`config.mk`:
```
export PLATFORM = sky130hd
export DESIGN_NAME = decode_hazard_pipe_flat
export DESIGN_NICKNAME = d
export VERILOG_FILES = /design/src/rtl/decode_pkg.sv /design/src/rtl/decode_hazard_pipe_if.sv /design/src/rtl/instr_class_dec.sv /design/src/rtl/decode_hazard_pipe.sv /design/src/flat_wrapper.sv
export SDC_FILE = /design/constraint.sdc
export NUM_CORES = 1
export LEC_CHECK = 0
export BUFFER_PORTS_ARGS = -buffer_cell sky130_fd_sc_hd__buf_2
export CORE_MARGIN = 2
export CORE_UTILIZATION = 40
export CTS_CLUSTER_DIAMETER = 200
export DETAILED_ROUTE_END_ITERATION = 6
export PLACE_DENSITY = 0.62
export SETUP_SLACK_MARGIN = 0.3
export SLEW_MARGIN = 25
export SYNTH_ARGS = -nofsm -noshare
export SYNTH_HDL_FRONTEND = slang
export SYNTH_SLANG_ARGS = --single-unit
```
`constraint.sdc`:
```
create_clock -name clk -period 5.3 [get_ports clk]
set_clock_uncertainty 0.1 [all_clocks]
set_input_delay 0.795 -clock clk [delete_from_list [all_inputs] [get_ports clk]]
set_output_delay 0.795 -clock clk [all_outputs]
set_load 0.01 [all_outputs]
```
`src/rtl/decode_pkg.sv`:
```
// Shared decode constants for the D-stage hazard unit: opcodes, functs,
// Tuse/Tnew encodings and the instruction-class enumeration.
package decode_pkg;

    localparam logic [5:0] OP_RTYPE = 6'h00;
    localparam logic [5:0] OP_JAL   = 6'h03;
    localparam logic [5:0] OP_BEQ   = 6'h04;
    localparam logic [5:0] OP_ORI   = 6'h0D;
    localparam logic [5:0] OP_LUI   = 6'h0F;
    localparam logic [5:0] OP_LW    = 6'h23;
    localparam logic [5:0] OP_SW    = 6'h2B;

    localparam logic [5:0] FUNCT_JR  = 6'h08;
    localparam logic [5:0] FUNCT_ADD = 6'h20;
    localparam logic [5:0] FUNCT_SUB = 6'h22;

    localparam logic [4:0] REG_ZERO = 5'd0;
    localparam logic [4:0] REG_RA   = 5'd31;

    typedef logic [1:0] tuse_t;
    typedef logic [1:0] tnew_t;

    localparam tuse_t TUSE_0    = 2'd0;
    localparam tuse_t TUSE_1    = 2'd1;
    localparam tuse_t TUSE_2    = 2'd2;
    // Field is not read; larger than any Tnew so it can never hazard.
    localparam tuse_t TUSE_NONE = 2'd3;

    localparam tnew_t TNEW_0 = 2'd0;
    localparam tnew_t TNEW_1 = 2'd1;
    localparam tnew_t TNEW_2 = 2'd2;

    typedef enum logic [3:0] {
        ClsNop, ClsAdd, ClsSub, ClsJr, ClsOri,
        ClsLw, ClsSw, ClsBeq, ClsLui, ClsJal
    } instr_class_e;

    // One stage further down the pipe: result is one cycle closer.
    function automatic tnew_t tnew_dec(input tnew_t t);
        return (t == TNEW_0) ? TNEW_0 : tnew_t'(t - 2'd1);
    endfunction

endpackage

```
`src/rtl/decode_hazard_pipe_if.sv`:
```
// D-stage bus between the pipeline front end and the hazard unit.
interface decode_hazard_pipe_if #(
    parameter int DEPTH = 3,
    parameter int SELW  = $clog2(DEPTH + 1)
);
    logic [31:0]     instr;
    logic            valid_in;
    logic            flush;
    logic            stall;
    logic [SELW-1:0] fwd_rs;
    logic [SELW-1:0] fwd_rt;
    logic            illegal;
    logic [4:0]      a3_d;

    modport master (
        output instr, valid_in, flush,
        input  stall, fwd_rs, fwd_rt, illegal, a3_d
    );

    modport slave (
        input  instr, valid_in, flush,
        output stall, fwd_rs, fwd_rt, illegal, a3_d
    );
endinterface

```
`src/rtl/instr_class_dec.sv`:
```
// Combinational classifier: instruction word -> class, destination,
// per-field Tuse, Tnew at E and illegal flag.
module instr_class_dec
    import decode_pkg::*;
(
    input  logic [31:0]  instr_i,
    output instr_class_e cls_o,
    output logic [4:0]   a3_o,
    output tuse_t        rs_tuse_o,
    output tuse_t        rt_tuse_o,
    output tnew_t        tnew_o,
    output logic         illegal_o
);
    logic [5:0] opcode;
    logic [5:0] funct;
    logic [4:0] rt;
    logic [4:0] rd;

    assign opcode = instr_i[31:26];
    assign rt     = instr_i[20:16];
    assign rd     = instr_i[15:11];
    assign funct  = instr_i[5:0];

    // Decode; anything unrecognised falls back to nop with illegal set.
    always_comb begin
        cls_o     = ClsNop;
        a3_o      = REG_ZERO;
        rs_tuse_o = TUSE_NONE;
        rt_tuse_o = TUSE_NONE;
        tnew_o    = TNEW_0;
        illegal_o = 1'b0;
        if (instr_i != 32'd0) begin
            case (opcode)
                OP_RTYPE: begin
                    case (funct)
                        FUNCT_ADD, FUNCT_SUB: begin
                            cls_o     = (funct == FUNCT_ADD) ? ClsAdd : ClsSub;
                            a3_o      = rd;
                            rs_tuse_o = TUSE_1;
                            rt_tuse_o = TUSE_1;
                            tnew_o    = TNEW_1;
                        end
                        FUNCT_JR: begin
                            cls_o     = ClsJr;
                            rs_tuse_o = TUSE_0;
                        end
                        default: illegal_o = 1'b1;
                    endcase
                end
                OP_ORI: begin
                    cls_o     = ClsOri;
                    a3_o      = rt;
                    rs_tuse_o = TUSE_1;
                    tnew_o    = TNEW_1;
                end
                OP_LW: begin
                    cls_o     = ClsLw;
                    a3_o      = rt;
                    rs_tuse_o = TUSE_1;
                    tnew_o    = TNEW_2;
                end
                OP_SW: begin
                    cls_o     = ClsSw;
                    rs_tuse_o = TUSE_1;
                    rt_tuse_o = TUSE_2;
                end
                OP_BEQ: begin
                    cls_o     = ClsBeq;
                    rs_tuse_o = TUSE_0;
                    rt_tuse_o = TUSE_0;
                end
                OP_LUI: begin
                    cls_o  = ClsLui;
                    a3_o   = rt;
                    tnew_o = TNEW_1;
                end
                OP_JAL: begin
                    cls_o  = ClsJal;
                    a3_o   = REG_RA;
                    tnew_o = TNEW_0;
                end
                default: illegal_o = 1'b1;
            endcase
        end
    end
endmodule

```
`src/rtl/decode_hazard_pipe.sv`:
```
// D-stage hazard unit: tracks {a3, tnew} for DEPTH downstream stages and
// produces stall and forward selects for the instruction in D.
module decode_hazard_pipe
    import decode_pkg::*;
#(
    parameter int DEPTH = 3,
    parameter int SELW  = $clog2(DEPTH + 1)
) (
    input logic                 clk,
    input logic                 reset,
    decode_hazard_pipe_if.slave bus
);
    instr_class_e dec_cls;
    logic [4:0]   dec_a3;
    tuse_t        dec_rs_tuse;
    tuse_t        dec_rt_tuse;
    tnew_t        dec_tnew;
    logic         dec_illegal;

    instr_class_dec u_dec (
        .instr_i   (bus.instr),
        .cls_o     (dec_cls),
        .a3_o      (dec_a3),
        .rs_tuse_o (dec_rs_tuse),
        .rt_tuse_o (dec_rt_tuse),
        .tnew_o    (dec_tnew),
        .illegal_o (dec_illegal)
    );

    logic [4:0] st_a3_q   [DEPTH];
    logic [4:0] st_a3_d   [DEPTH];
    tnew_t      st_tnew_q [DEPTH];
    tnew_t      st_tnew_d [DEPTH];

    logic [4:0]      rs_f, rt_f;
    tuse_t           rs_tuse_eff, rt_tuse_eff;
    logic            rs_hit, rt_hit;
    logic [SELW-1:0] rs_k, rt_k;
    tnew_t           rs_tn, rt_tn;
    logic            stall;
    logic            bubble;

    assign rs_f = bus.instr[25:21];
    assign rt_f = bus.instr[20:16];

    // An invalid D slot reads nothing, so it can never stall.
    assign rs_tuse_eff = bus.valid_in ? dec_rs_tuse : TUSE_NONE;
    assign rt_tuse_eff = bus.valid_in ? dec_rt_tuse : TUSE_NONE;

    // Nearest matching stage per field; scanning outward-in lets smallest k win.
    always_comb begin
        rs_hit = 1'b0;
        rs_k   = '0;
        rs_tn  = TNEW_0;
        rt_hit = 1'b0;
        rt_k   = '0;
        rt_tn  = TNEW_0;
        for (int i = DEPTH - 1; i >= 0; i--) begin
            if (st_a3_q[i] != REG_ZERO && st_a3_q[i] == rs_f) begin
                rs_hit = 1'b1;
                rs_k   = SELW'(i + 1);
                rs_tn  = st_tnew_q[i];
            end
            if (st_a3_q[i] != REG_ZERO && st_a3_q[i] == rt_f) begin
                rt_hit = 1'b1;
                rt_k   = SELW'(i + 1);
                rt_tn  = st_tnew_q[i];
            end
        end
    end

    // Stall when the producer is still further away than the consumer's use.
    assign stall = (rs_hit && rs_tuse_eff != TUSE_NONE && rs_tuse_eff < rs_tn) ||
                   (rt_hit && rt_tuse_eff != TUSE_NONE && rt_tuse_eff < rt_tn);

    assign bus.stall   = stall;
    assign bus.fwd_rs  = (rs_hit && rs_tn == TNEW_0) ? rs_k : '0;
    assign bus.fwd_rt  = (rt_hit && rt_tn == TNEW_0) ? rt_k : '0;
    assign bus.illegal = bus.valid_in & dec_illegal;
    assign bus.a3_d    = dec_a3;

    // Nops and illegal words carry no destination, so they enter as bubbles too.
    assign bubble = stall | bus.flush | ~bus.valid_in | (dec_cls == ClsNop);

    // Next stage contents: D info into stage 1, others shift with tnew countdown.
    always_comb begin
        st_a3_d[0]   = bubble ? REG_ZERO : dec_a3;
        st_tnew_d[0] = bubble ? TNEW_0 : dec_tnew;
        for (int i = 1; i < DEPTH; i++) begin
            st_a3_d[i]   = st_a3_q[i-1];
            st_tnew_d[i] = tnew_dec(st_tnew_q[i-1]);
        end
    end

    // Stage registers with synchronous reset overriding all other inputs.
    always_ff @(posedge clk) begin
        for (int i = 0; i < DEPTH; i++) begin
            if (reset) begin
                st_a3_q[i]   <= REG_ZERO;
                st_tnew_q[i] <= TNEW_0;
            end else begin
                st_a3_q[i]   <= st_a3_d[i];
                st_tnew_q[i] <= st_tnew_d[i];
            end
        end
    end
endmodule

```
`src/flat_wrapper.sv`:
```
// flat-port wrapper written by rule: the top's interface ports become plain ports
module decode_hazard_pipe_flat import decode_pkg::*;
#(
    parameter int DEPTH = 3,
    parameter int SELW  = $clog2(DEPTH + 1)
)
  (clk, reset, bus_instr, bus_valid_in, bus_flush, bus_stall, bus_fwd_rs, bus_fwd_rt, bus_illegal, bus_a3_d);
  decode_hazard_pipe_if #(.DEPTH(DEPTH), .SELW(SELW)) bus_i ();
  input logic clk;
  input logic reset;
  input wire logic [$bits(bus_i.instr)-1:0] bus_instr;
  input wire logic [$bits(bus_i.valid_in)-1:0] bus_valid_in;
  input wire logic [$bits(bus_i.flush)-1:0] bus_flush;
  output wire logic [$bits(bus_i.stall)-1:0] bus_stall;
  output wire logic [$bits(bus_i.fwd_rs)-1:0] bus_fwd_rs;
  output wire logic [$bits(bus_i.fwd_rt)-1:0] bus_fwd_rt;
  output wire logic [$bits(bus_i.illegal)-1:0] bus_illegal;
  output wire logic [$bits(bus_i.a3_d)-1:0] bus_a3_d;
  assign bus_i.instr = bus_instr;
  assign bus_i.valid_in = bus_valid_in;
  assign bus_i.flush = bus_flush;
  assign bus_stall = bus_i.stall;
  assign bus_fwd_rs = bus_i.fwd_rs;
  assign bus_fwd_rt = bus_i.fwd_rt;
  assign bus_illegal = bus_i.illegal;
  assign bus_a3_d = bus_i.a3_d;
  decode_hazard_pipe #(.DEPTH(DEPTH), .SELW(SELW)) u_core (.clk(clk), .reset(reset), .bus(bus_i));
endmodule
```
# Word level (Yosys, flattened, before mapping)
# Memories as Yosys holds them, arrays and structs flattened.
# Index checks and enable logic that the tools add are counted.
# Widths: inputs -> output; s select.
# word_totals
ff_bits	0
ram_bits	21
in_bits	36
out_inout_bits	11
mem_count	2
# classes
add_sub_neg	2
n_lt_le_gt_ge	2
eq_ne	17
muxes	54
n_bitwise	11
reduce_logical	29
# mem_list
memory	words	word_bits	rd	rd_ports_with_merged_regs	write_ports	line	text
u_core.st_a3_q	3	5	3	0	3	decode_hazard_pipe.sv:30	logic [4:0] st_a3_q [DEPTH];
u_core.st_tnew_q	3	2	3	0	3	decode_hazard_pipe.sv:32	tnew_t st_tnew_q [DEPTH];
# ops
cell	n
$mux 2	27
$reduce_bool 32->1	1
$eq 5x5->1	6
$mux 5	6
$pmux 4 s7	1
$eq 6x6->1 const B	4
$eq 6x4->1 const B	3
$pmux 2 s3	3
$pmux 5 s3	1
$reduce_bool 5->1	3
$logic_and 1x1->1	12
$mux 1	12
$or 1x1->1	9
$reduce_or 3->1	3
$logic_not 2->1	4
$pmux 2 s2	2
$eq 6x2->1 const B	1
$eq 6x3->1 const B	1
$logic_not 6->1	1
$reduce_or 6->1	1
$logic_not 4->1	1
$lt 2x2->1	2
$mux 4	1
$ne 2x2->1 const B	2
other kinds (6)	8

# Logic depth before layout (Yosys ltp)
# Gate-level depths: netlist of the first run.
# logic_depth
depth_word	15
ltp_mapped	11
depth_no_buf	10

# Modules after synthesis
# From an unflattened synthesis of the first run, not the netlist that was laid out.
# unflattened
hier_cells	222
hier_area_um2	1845.5
# modules_own_cells
module	instances	cells_per_inst	area_each_um2	seq_area_each_um2
decode_hazard_pipe	1	158	1422.6	420.4
instr_class_dec	1	64	422.9	0.0

# Worst setup path after synthesis of the first run
# OpenSTA, ideal clock, no wires.
# synth_path
path_kind	input to output
from	input port bus_instr[26]
to	output port bus_stall
arrival_time_ps	2907
required_ps	4405
setup_slack_ps	1498
path_stages	9
path_buffers	1
cell_sequence	or4_1 buf_2 nor4_4 nor2_1 a211o_1 ha_1 nor2_1 o221a_4 a21o_1
# synth_between
elab_chain_cells	9
word_cells_on_any_way	22
cone_classes	2 x order compare; 6 x eq/ne; 6 x mux; 8 x reduce/logical
# synth_rtl
element	line	text
from (decl)	flat_wrapper.sv:11	input wire logic [$bits(bus_i.instr)-1:0] bus_instr;
$eq 6x6->1 / $eq 6x4->1 (equally long branches)	instr_class_dec.sv:33	case (opcode)
$reduce_or 3->1 (no line)	-	
$pmux 2 s3	instr_class_dec.sv:33	
$mux 2	instr_class_dec.sv:32	if (instr_i != 32'd0) begin
$mux 2	decode_hazard_pipe.sv:47	assign rs_tuse_eff = bus.valid_in ? dec_rs_tuse : TUSE_NONE;
$ne 2x2->1	decode_hazard_pipe.sv:73	assign stall = (rs_hit && rs_tuse_eff != TUSE_NONE && rs_tuse_eff < rs_tn) ||
$logic_and 1x1->1 (2 in series)	decode_hazard_pipe.sv:73	
$logic_or 1x1->1 (*)	decode_hazard_pipe.sv:73	
to (decl)	flat_wrapper.sv:14	output wire logic [$bits(bus_i.stall)-1:0] bus_stall;
# Every way passes the cells marked *; elsewhere a longest branch is shown, timed or not.

# Final worst setup path of the first run
# Ends and elaborated chain as after synthesis.

==> results of run 1 <==
==> layout by cell type, fill, tap and decap left out, drive strengths merged, types with 7 or more instances in the layout <==
cell   Yosys  final
nor4      12     12
nand3      7      7
nor2b     11     11
xnor2     20     20
dfxtp     21     21
nand2      8      8
nor3       9      9
xor2      10     10
nor2      16     16
buf        4     46
inv       10     10
==> worst max-delay path by stage <==
stage                            to  slack, ps  cells past startpoint
after floorplan           bus_stall       1500                      9
after global placement    bus_stall       1150                     10
after detailed placement  bus_stall       1090                     10
after CTS                 bus_stall       1090                     10
after global routing      bus_stall        990                     10
final                     bus_stall       1090                     10
==> kinds of logic (layout without fill, tap and decap cells) <==
logic type / after synthesis / after routing / synth area share (%)
XOR/XNOR: 30 / 30 / 15.6
buffers and inverters: 19 / 60 / 4.98
AND/OR/NAND/NOR: 92 / 92 / 32.4
multiplexers: 1 / 1 / 0.594
adder cells (fa/ha/maj): 4 / 4 / 2.97
AO/OA/AOI/OAI: 39 / 39 / 18.5
flip-flops: 21 / 21 / 25.0
==> Yosys cell counts, types with 5 or more instances <==
cell,n,area [um2]
a21oi_1,5,25.0
clkbuf_1,5,18.8
nor3_1,9,45.0
xor2_1,10,87.6
nor2b_1,11,68.8
nor2_1,16,60.1
dfxtp_1,21,420
o21ai_0,6,30.0
xnor2_1,20,175
a221o_1,5,50.1
nor4b_1,6,52.6
nand2_1,8,30.0
inv_1,10,37.5
nand3_1,7,35.0
nor4_1,11,68.8
==> where the power goes <==
group          internal [uW]  total (uW)  switching (uW)  leakage (uW)
registers                158         158          0.0797      0.000169
logic                   23.6        54.2            30.7      0.000585
clock network           52.3         103            51.2     0.0000255
==> sequential cells by signal (all words and copies together), names as in the netlist <==
signal,count
u_core.st_tnew_q,6
u_core.st_a3_q,15
==> final cells by class <==
cell class,count,area [um2]
inverters,10,37.5
multi-input cells,166,1180
clock inverters,1,5.00
flip-flops and latches,21,420
clock buffers,3,41.3
repair buffers,46,230
fillers,445,2050
well taps,50,62.6
==> worst register-to-register path, delay by kind of cell, from the launching register on <==
family	cells	cell delay, ps
flip-flops	1	350
AO/OA/AOI/OAI	6	1080
adder cells (fa/ha/maj)	1	280
AND/OR/NAND/NOR	2	890
==> per-layer routing <==
| metal | global-route usage, % | wire, um | vias up |
|---|---|---|---|
| li1 | - | - | 844 |
| met1 | 27.3 | 2110 | 754 |
| met2 | 33.8 | 1930 | 50 |
| met3 | 2.27 | 229 | 2 |
| met4 | 3.19 | 19 | 0 |
| met5 | 0 | 0 | - |
==> metrics by stage <==
stage                     util, %  worst slack (ps)  cells
after detailed placement     47.9              1090    293
after CTS                    49.1              1090    297
final                        49.1              1090    297
after global routing         49.1               985    297
after global placement       47.9              1150    293
after floorplan                 -              1500    206
==> impl_metrics.tcl, run 1 <==
set metrics [dict create \
    yosysUniqueCellTypes 47 \
    cp-end-kind "output pin" \
    path_clk_slew_ps 80 \
    start_kind "input pin" \
    r2r_setup_slack_ps 2500 \
    crit_path_cell_trace "buf_2 > or4_1 > nor4_4 > nor2_1 > a211o_1 > ha_1 > nor2_1 > o221a_4 > a21o_1 > buf_2" \
    grt_setup_unrepaired "false" \
    cpPeakStageDelay_ps 660 \
    hold_depth 1 \
    period_share_pct 79.5 \
    dpl.hpwl_um 3550 \
    dpl_cell_area_mm2 0.00193 \
    synth-main-ff-cell "dfxtp_1" \
    syn_area_mm2 0.00168 \
    min_from "u_core.st_tnew_q[1][0]" \
    pin_count 47 \
    timing.rr.start "u_core.st_a3_q[1][1]" \
    rr_worst_depth 9 \
    ys_async_sr_fraction_pct 0 \
    syn-num-nets 246 \
    layout.nets 288 \
    dr.pass1.iters 4 \
    avgRoutedWirePerCell_um 14.4 \
    cp_slowest_cell "or4_1" \
    relSlewSlack_pct 51.6 \
    htreeDepth 1 \
    power.leakage_uw 0.000780 \
    fin_total_pwr_uw 315 \
    ys.warnings.count 0 \
    crit_buf_inv 2 \
    cts_buffer_depth 2 \
    crit_path_start "bus_instr[26]" \
    avgSynthCellArea_um2 8.18 \
    tns_ps 0 \
    place.gp.congestion 0.821 \
    die_area_mm2 0.00475 \
    grt_max_degree 16 \
    cts_buffers 3 \
    initial_core_util_pct 41.8 \
    drv_slew 0 \
    n_antenna_cell 0 \
    path_max_fanout 7 \
    rows 23 \
    crit_arrival_ps 3320 \
    vias 1650 \
    synth-seq-area-share_pct 25.0 \
    drc 0 \
    die-height_um 68.9 \
    clk_latency_ps 260 \
    power_density_mw_per_mm2 160 \
    finalWirelength_um 4290 \
    ir_worst_vdd_v 0.000133 \
    r2r_end "u_core.st_tnew_q[0][1]" \
    die_x_um 68.9 \
    whs_ps 328 \
    critPathKind "input pin to output pin" \
    port_buffers 46 \
    track_usage_pct 19.8 \
    clock-sinks 21 \
    hold_buffers 0 \
    vias_per_cell 5.56 \
    status "finished clean" \
    grt_pass1_wl_um 7160 \
    cap_violations 0 \
    grt_pass1_vias 1564 \
    synth-edff-count 0 \
    cts_resized 0 \
    cts_setup_buffers 0 \
    postSynthCellCount 206 \
    min_period_ps 4210 \
    hold_violations 0 \
    layout-drive-gt1-share_pct 24.7 \
    hp-class "flop to flop" \
    core_mm2 0.00403 \
    worstMarginPinSlew_ps 719 \
    ys_ff_latch 21 \
    antenna_found_initial 0 \
    grt.overflow.total 0 \
    ant_nets 0 \
    required_ps 4410 \
    fmax_mhz 237 \
    drtIter0Drc 57 \
    syn2layout_area_growth_pct 17.4 \
    min_to "u_core.st_tnew_q[2][0]" \
    final_cell_area_mm2 0.00198 \
    root_buffer "clkbuf_8" \
    cts_tree "done" \
    finalSetupViolations 0 \
    path_delay_family "simple AND/OR/NAND/NOR gates" \
]
No activity file was read; power rests on OpenSTA's default activity.
==> run 2, diff against run 1 <==
--- a/config.mk
+++ b/config.mk
@@ -10,7 +10,7 @@
 export CORE_UTILIZATION = 40
 export CTS_CLUSTER_DIAMETER = 200
 export DETAILED_ROUTE_END_ITERATION = 6
-export PLACE_DENSITY = 0.62
+export PLACE_DENSITY = 0.64
 export SETUP_SLACK_MARGIN = 0.3
 export SLEW_MARGIN = 25
 export SYNTH_ARGS = -nofsm -noshare
==> constraint.sdc (replaced) <==
create_clock -name clk -period 3.71 [get_ports clk]
set_clock_uncertainty 0.1 [all_clocks]
set_input_delay 0.5565 -clock clk [delete_from_list [all_inputs] [get_ports clk]]
set_output_delay 0.5565 -clock clk [all_outputs]
set_load 0.01 [all_outputs]
==> run 2 against run 1 <==
Against the previous run: core utilization is 3.0 points higher; global-route usage rose by 0.88 points; sequential cell count unchanged; first-iteration DRC count decreased by 1.8%; clock-buffer cell count is the same; sequential power up 42%; critical endpoint unchanged; hold slack is essentially flat.
==> impl_metrics.tcl, run 2 (synthesis results as in run 1) <==
set metrics [dict create \
    timing.rr.start "u_core.st_a3_q[1][2]" \
    root_buffer "clkbuf_8" \
    initial_core_util_pct 41.8 \
    clk_latency_ps 260 \
    die_x_um 68.9 \
    cts_buffers 3 \
    largest_reg_flops 15 \
    hold_buffers 0 \
    min_from "u_core.st_tnew_q[1][0]" \
    status "finished clean" \
    dr.pass1.iters 4 \
    crit_arrival_ps 2670 \
    finalSetupViolations 0 \
    layout-drive-gt1-share_pct 32.0 \
    final_cell_area_mm2 0.00210 \
    dpl.hpwl_um 3580 \
    pwr-share-clk_pct 32.5 \
    tns_ps 0 \
    hold_violations 0 \
    die-height_um 68.9 \
    path_max_fanout 4 \
    vias_per_cell 5.57 \
    regArea_um2 424 \
    avgRoutedWirePerCell_um 14.9 \
    multi_input_area_mm2 0.00125 \
    grt_setup_unrepaired "false" \
    worstMarginPinSlew_ps 728 \
    power.leakage_uw 0.000822 \
    port_buffers 46 \
    rows 23 \
    relSlewSlack_pct 51.0 \
    cts_buffer_depth 2 \
    layout.nets 294 \
    p_switching_uw 120 \
    drc 0 \
    clock-sinks 21 \
    period_share_pct 89.7 \
    fillCellCount 408 \
    core_mm2 0.00403 \
    rr_worst_depth 10 \
    htreeDepth 1 \
    critPathKind "flop to output pin" \
    antenna_found_initial 0 \
    crit_path_start "u_core.st_a3_q[1][2]" \
    reg_top3 "u_core.st_a3_q: 15 flops, u_core.st_tnew_q: 6 flops" \
    power_density_mw_per_mm2 217 \
    fmax_mhz 301 \
    drv_slew 0 \
    cap_violations 0 \
    worstSetupEndpoint "bus_stall" \
    intPower_uw 335 \
    grt_pass1_vias 1586 \
    whs_ps 328 \
    seq_power_share_pct 49.6 \
    track_usage_pct 20.7 \
    path_clk_slew_ps 80 \
    dp_cells 296 \
    place.gp.congestion 0.796 \
    vias 1687 \
    grt_max_degree 16 \
    comb_power_share_pct 18.0 \
    layoutNonFillerInstCount 303 \
    cts_tree "done" \
    finalWirelength_um 4500 \
    largest-register "u_core.st_a3_q" \
    min_period_ps 3330 \
    n_antenna_cell 0 \
    layout_commonest_cell "buf_2" \
    final_util_pct 52.0 \
    drtIter0Drc 56 \
    grt_pass1_wl_um 7400 \
    grt.overflow.total 0 \
    r2r_end "u_core.st_a3_q[0][1]" \
    dpl_cell_area_mm2 0.00195 \
    r2r_setup_slack_ps 930 \
    sw_frac_of_total_pct 26.3 \
    cp-end-kind "output pin" \
    pin_count 47 \
    ant_nets 0 \
    ir_worst_vdd_v 0.000210 \
    start_kind "flop" \
    syn2layout_area_growth_pct 24.5 \
    hp-class "flop to flop" \
    required_ps 3050 \
    die_area_mm2 0.00475 \
    mostFrequentLayoutCells "46 x buf_2, 20 x xnor2_1, 18 x dfxtp_1" \
]
[run 2: changes by cell type in the layout (fill, tap and decap cells not counted), moves of 2 or more]
cell	before	now
nor4_2	0	2
or4_4	2	4
buf_4	0	6
o211ai_2	3	1
dfxtp_2	0	3
o211ai_4	0	2
or4_1	3	1
nor4_1	11	9
dfxtp_1	21	18
[run 2: power by group through the flow]
stage / Clock [uW] / Sequential (uW) / Combinational, uW
3_3_place_gp: 0 / 231 / 76.6
3_5_place_dp: 0 / 231 / 76.9
2_1_floorplan: 0 / 231 / 41.6
5_1_grt: 164 / 225 / 90.0
4_1_cts: 153 / 225 / 79.1
6_report: 148 / 225 / 81.8
[run 2: layout make-up]
cell class,instances,share of cell area (%)
clock buffers,3,1.97
repair buffers,52,13.1
clock inverters,1,0.239
flip-flops and latches,21,20.2
well taps,50,2.98
inverters,10,1.79
multi-input cells,166,59.7
[run 2: worst min path at each step]
stage                             end  slack [ps]  depth (start not counted)
6_report       u_core.st_tnew_q[2][0]         330                          1
5_1_grt        u_core.st_tnew_q[2][0]         340                          1
4_1_cts        u_core.st_tnew_q[2][0]         330                          1
3_5_place_dp   u_core.st_tnew_q[2][0]         320                          1
3_3_place_gp   u_core.st_tnew_q[2][0]         310                          1
2_1_floorplan  u_core.st_tnew_q[2][0]         300                          1
[run 2: per-layer routing]
metal  up-vias  GRT usage (%)  share of wire (%)
li1        856              -                  -
met1       770           27.8                 46
met2        55           34.9                 48
met3         6           2.76                5.2
met4         0           5.15               0.89
met5         -              0                  0
[run 2: worst max-delay path, cell delays in order, from the launching register on]
cell and delay (ps):
dfxtp_2 350, or4_4 580, o211ai_4 260, nor2_2 70
mux2i_1 200, a21oi_1 110, ha_1 280, nor2_1 50
o221a_4 230, a21o_1 150, buf_2 130
[run 2: metrics by stage]
step | total power, uW | setup WS [ps]
after floorplan | 272 | 386
after global placement | 307 | 210
after detailed placement | 308 | 175
after CTS | 458 | 316
after global routing | 479 | 295
final | 455 | 382
[run 2: repair_timing]
item,CTS,global route
setup buffers,1,2
endpoints found under the setup margin,1,1
pin swaps,2,5
resized for setup,3,15
